<file path="config.mk">
export PLATFORM = sky130hd
export DESIGN_NAME = id_ex_hazard_stage
export DESIGN_NICKNAME = d
export VERILOG_FILES = /design/src/rtl/id_ex_hazard_stage.sv
export SDC_FILE = /design/constraint.sdc
export NUM_CORES = 1
export LEC_CHECK = 0
export ABC_CLOCK_PERIOD_IN_PS = 3100
export BUFFER_PORTS_ARGS = -buffer_cell sky130_fd_sc_hd__buf_2
export CAP_MARGIN = 20
export CORE_MARGIN = 2
export CORE_UTILIZATION = 47
export DETAILED_ROUTE_END_ITERATION = 10
export GPL_TIMING_DRIVEN = 1
export HOLD_SLACK_MARGIN = 0.08
export PLACE_DENSITY = 0.87
export SYNTH_ARGS = -nofsm -noshare
export SYNTH_HDL_FRONTEND = slang
export SYNTH_SLANG_ARGS = --single-unit
</file>
<file path="constraint.sdc">
create_clock -name clk -period 3.1 [get_ports clk]
set_input_delay 0.31 -clock clk [delete_from_list [all_inputs] [get_ports clk]]
set_output_delay 0.31 -clock clk [all_outputs]
set_load 0.01 [all_outputs]
</file>
<file path="src/rtl/id_ex_hazard_stage.sv">
// ID/EX pipeline register with load-use hazard detection.
// A load followed by a dependent instruction gets one bubble, and upstream stages are held.
module id_ex_hazard_stage #(
    parameter int unsigned DATA_W = 32
) (
    input  logic              clk,
    input  logic              rst,
    input  logic              Freeze,
    input  logic [DATA_W-1:0] ID_ReadData1,
    input  logic [DATA_W-1:0] ID_ReadData2,
    input  logic [DATA_W-1:0] ID_Imm,
    input  logic [4:0]        ID_Rs,
    input  logic [4:0]        ID_Rt,
    input  logic [4:0]        ID_Rd,
    input  logic [8:0]        ID_Ctrl,
    output logic [DATA_W-1:0] EX_ReadData1,
    output logic [DATA_W-1:0] EX_ReadData2,
    output logic [DATA_W-1:0] EX_Imm,
    output logic [4:0]        EX_Rs,
    output logic [4:0]        EX_Rt,
    output logic [4:0]        EX_Rd,
    output logic [8:0]        EX_Ctrl,
    output logic              PCWrite,
    output logic              IF_ID_Write,
    output logic              Stall,
    output logic [15:0]       StallCount
);

    localparam int unsigned CtrlMemRead = 6;

    typedef enum logic [0:0] {StRun, StBubble} state_e;

    state_e            state_q, state_d;
    logic [DATA_W-1:0] rd1_q, rd1_d;
    logic [DATA_W-1:0] rd2_q, rd2_d;
    logic [DATA_W-1:0] imm_q, imm_d;
    logic [4:0]        rs_q, rs_d;
    logic [4:0]        rt_q, rt_d;
    logic [4:0]        rd_q, rd_d;
    logic [8:0]        ctrl_q, ctrl_d;
    logic [15:0]       stall_cnt_q, stall_cnt_d;
    logic              hazard;

    // Conservative: Rt is compared even when the ID instruction does not read it.
    assign hazard = ctrl_q[CtrlMemRead] && (rt_q != 5'd0) &&
                    ((rt_q == ID_Rs) || (rt_q == ID_Rt));

    always_comb begin
        state_d     = state_q;
        rd1_d       = rd1_q;
        rd2_d       = rd2_q;
        imm_d       = imm_q;
        rs_d        = rs_q;
        rt_d        = rt_q;
        rd_d        = rd_q;
        ctrl_d      = ctrl_q;
        stall_cnt_d = stall_cnt_q;

        if (!Freeze) begin
            if (state_q == StRun && hazard) begin
                state_d = StBubble;
                rd1_d   = '0;
                rd2_d   = '0;
                imm_d   = '0;
                rs_d    = '0;
                rt_d    = '0;
                rd_d    = '0;
                ctrl_d  = '0;
                if (stall_cnt_q != 16'hFFFF) begin
                    stall_cnt_d = stall_cnt_q + 16'd1;
                end
            end else begin
                // Normal advance, or release of the instruction held during the bubble.
                state_d = StRun;
                rd1_d   = ID_ReadData1;
                rd2_d   = ID_ReadData2;
                imm_d   = ID_Imm;
                rs_d    = ID_Rs;
                rt_d    = ID_Rt;
                rd_d    = ID_Rd;
                ctrl_d  = ID_Ctrl;
            end
        end
    end

    always_ff @(posedge clk) begin
        if (!rst) begin
            state_q     <= StRun;
            rd1_q       <= '0;
            rd2_q       <= '0;
            imm_q       <= '0;
            rs_q        <= '0;
            rt_q        <= '0;
            rd_q        <= '0;
            ctrl_q      <= '0;
            stall_cnt_q <= '0;
        end else begin
            state_q     <= state_d;
            rd1_q       <= rd1_d;
            rd2_q       <= rd2_d;
            imm_q       <= imm_d;
            rs_q        <= rs_d;
            rt_q        <= rt_d;
            rd_q        <= rd_d;
            ctrl_q      <= ctrl_d;
            stall_cnt_q <= stall_cnt_d;
        end
    end

    always_comb begin
        PCWrite     = !(Freeze || (state_q == StRun && hazard));
        IF_ID_Write = PCWrite;
        Stall       = (state_q == StBubble);
    end

    assign EX_ReadData1 = rd1_q;
    assign EX_ReadData2 = rd2_q;
    assign EX_Imm       = imm_q;
    assign EX_Rs        = rs_q;
    assign EX_Rt        = rt_q;
    assign EX_Rd        = rd_q;
    assign EX_Ctrl      = ctrl_q;
    assign StallCount   = stall_cnt_q;

endmodule

</file>
==> impl_metrics.csv <==
group,metric,value,unit
yosys,synth_seq_cells,137,
yosys,yosysTopAreaCell,"dfxtp_1",
yosys,synth_enable_flop_cells,0,
place,place_area,0.00593,mm^2
power_and_ir_drop,p_leak,3.76,nW
setup_path,setup.worst_path.class,"reg -> reg",
yosys,synth.top_cells.by_count,"dfxtp_1, a22o_1, clkbuf_1",
setup_path,crit_fanout,77,
yosys,synth_cell_types,34,
clock_tree,cts_buffer_depth,2,
layout,drive_above_1_share,0.388,
layout,multi_input_area,0.00168,mm^2
timing,tightest_slew,618,ps
timing,slew_headroom,0.586,
floorplanning,die_x,103,um
power_and_ir_drop,clockPowerShare,0.440,
floorplanning,num_io_pins,262,
layout,seq_area,0.00274,mm^2
detailed_routing,drtPass1Iterations,4,
detailed_routing,totalWireLength,16700,um
floorplanning,fp.dieH,103,um
setup_path,start_kind,"flop",
setup_path,crit_family,"simple AND/OR/NAND/NOR gates",
clock_tree,cts_tree,"done",
power_and_ir_drop,vdd_drop_max,0.431,mV
yosys,avgSynthCellArea,12.1,um^2
floorplanning,rows,36,
detailed_routing,via_count,4813,
clock_tree,ctsRootBufferMaster,"clkbuf_8",
timing,finalHoldViolations,0,
yosys,async_flop_share,0,
global_route,antenna_found_initial,0,
setup_path,r2r_setup_slack,540,ps
yosys,synthFlopType,"dfxtp_1",
clock_tree,path_clk_slew,60,ps
layout,antennaDiodeCount,0,
clock_tree,htreeDepth,4,
setup_path,crit_arrival,2980,ps
setup_path,end_kind,"flop",
detailed_routing,drt-initial-drc-count,181,
timing,rsz0062_at_grt,"false",
run_status,outcome,"finished, final reports clean",
flow_run,drv_cap,0,
yosys,synth-compound-area-share,0.263,
power_and_ir_drop,p_sw_frac,0.249,
power_and_ir_drop,power_frac_seq,0.435,
setup_path,critPathBufInv,1,
clock_tree,clock_sinks,137,
yosys,synthAdderAreaFrac,0.00270,
yosys,syn-num-nets,509,
timing,clock.fmax,391,MHz
yosys,synth_top_family_by_area,"compound AO/OA/AOI/OAI gates",
power_and_ir_drop,p_switching,1.10,mW
hold_path,hold_path.class,"reg -> reg",
floorplanning,die_area,0.0107,mm^2
timing,finalClockSkew,9.53,ps
yosys,yosysWarnings,0,
detailed_routing,routedWlPerCell,18.4,um
yosys,synth_cells,385,
floorplanning,initial_utilization,0.479,
power_and_ir_drop,comb_power_share,0.125,
global_route,overflow,0,
floorplanning,core-area,0.00968,mm^2
timing,min_period,2560,ps
layout,num-fill-cells,549,
power_and_ir_drop,powerDensity,568,mW/mm^2
layout,nNetsFinal,884,
clock_tree,clk_latency,490,ps
yosys,synthTopCellsByArea,"dfxtp_1, a22o_1, buf_6, xnor2_1, clkbuf_1",
yosys,synth-simple-area-share,0.0636,
global_route,first_global_vias,4844,
yosys,syn-cell-area,0.00464,mm^2
detailed_routing,ant_nets,0,
detailed_routing,via_per_inst,5.31,
clock_tree,numCtsBuffers,17,
yosys,yosysMostFrequentCell,"dfxtp_1",
layout,final_area,0.00774,mm^2
setup_path,slowest_delay,560,ps
place,portBuffers,261,
timing,fin_crit_sh,0.826,
power_and_ir_drop,intPower,3.31,mW
global_route,grt_pass1_wl,24100,um
yosys,synth_xor_area_frac,0.0302,
global_route,grt_start_max_net_pins,121,
setup_path,path_cells,"or4_1, nor2_1, nor3b_1, a21oi_2, and2_4, buf_12, a22o_1",
timing,setup_violations,0,
yosys,ys_seq_area_frac,0.591,
timing,tns,0,ps
place,hpwl,8860,um
yosys,yosysTopAreaCellShare,0.591,
global_route,track_usage,0.293,
detailed_routing,drc_errors,0,
timing,slew_viol_final,0,
setup_path,cp_slowest_cell,"or4_1",
place,gp_congestion,0.918,
layout,syn2layout_area_growth,66.9,%
yosys,muxShareOfSynthArea,0.00216,
setup_path,worstPathRequired,3520,ps
## layer usage
layer,part of all wire,track usage,vias up
met3,0.075,0.0827,71
met5,0,0,-
met2,0.52,0.505,282
met1,0.36,0.316,2250
li1,-,-,2210
met4,0.044,0.185,0
## state kept, by name, summed over array words and instances (netlist names)
name / count
EX_Ctrl: 9
EX_Imm: 32
EX_Rd: 5
EX_ReadData1: 32
EX_ReadData2: 32
EX_Rs: 5
EX_Rt: 5
Stall: 1
StallCount: 16
## cell type report
class,instances,share of cell area
Clock buffer,18,0.0540
Clock inverter,14,0.0192
Inverter,3,0.00145
Multi-Input combinational cell,216,0.217
Sequential cell,137,0.354
Tap cell,133,0.0215
Timing Repair Buffer,385,0.333
## per-stage QoR
step / power [mW] / utilization / hold slack, ps / std cells / worst slack, ps
global placement: 2.33 / 0.612 / 455 / 751 / 788
detailed placement: 2.34 / 0.612 / 458 / 751 / 646
floorplan: 2.15 / - / 436 / 385 / 1190
finish: 4.40 / 0.800 / 475 / 906 / 540
global route: 4.55 / 0.800 / 496 / 906 / 424
CTS: 4.37 / 0.797 / 477 / 905 / 608
## power by group through the flow
stage | Combinational, mW | Sequential (mW) | Clock, mW
after detailed placement | 0.397 | 1.95 | 0
after floorplan | 0.162 | 1.99 | 0
after CTS | 0.522 | 1.91 | 1.94
after global placement | 0.385 | 1.94 | 0
final | 0.548 | 1.92 | 1.94
after global routing | 0.584 | 1.93 | 2.04
## worst paths after layout
| kind | startpoint | endpoint | cells past startpoint |
|---|---|---|---|
| worst max-delay path | EX_Rt[1]$_SDFFE_PN0N_ | EX_Imm[3]$_SDFFE_PN0N_ | 7 |
| worst min-delay path | EX_ReadData1[1]$_SDFFE_PN0N_ | EX_ReadData1[1]$_SDFFE_PN0N_ | 1 |
| worst max register to register | EX_Rt[1]$_SDFFE_PN0N_ | EX_Imm[3]$_SDFFE_PN0N_ | 7 |
| worst min register to register | EX_ReadData1[1]$_SDFFE_PN0N_ | EX_ReadData1[1]$_SDFFE_PN0N_ | 1 |
## cells in the final DEF, fill, tap and decap left out, types with 2 or more instances in the layout
cell type,instances
buf_2,261
and2_1,2
clkbuf_16,16
xor2_1,5
inv_6,2
or4_1,2
dlygate4sd3_1,122
clkinv_4,3
clkinv_2,3
xnor2_1,11
a22o_1,120
nor3b_1,2
nand3_1,10
and3_1,6
inv_1,3
nand4_1,5
nand2_1,8
o21bai_1,2
nor2_1,10
o21ai_0,7
or3_1,5
clkinvlp_4,4
dfxtp_1,137
a21oi_1,8
and2_4,2
bufinv_16,2
## cell families (layout without fill, tap and decap cells)
kind of cell / count (synthesis) / count (layout)
simple gates: 55 / 55
xor+xnor: 16 / 16
flops: 137 / 137
buf+inv: 32 / 420
mux: 1 / 1
compound gates: 143 / 143
fa+ha+maj: 1 / 1
## repair_timing
item / in CTS / in global routing
hold endpoints to repair: 123 / 0
gates resized for setup: 0 / 0
setup buffers: 0 / 0
hold buffers: 122 / 0
No activity file was read; power rests on OpenSTA's default activity.
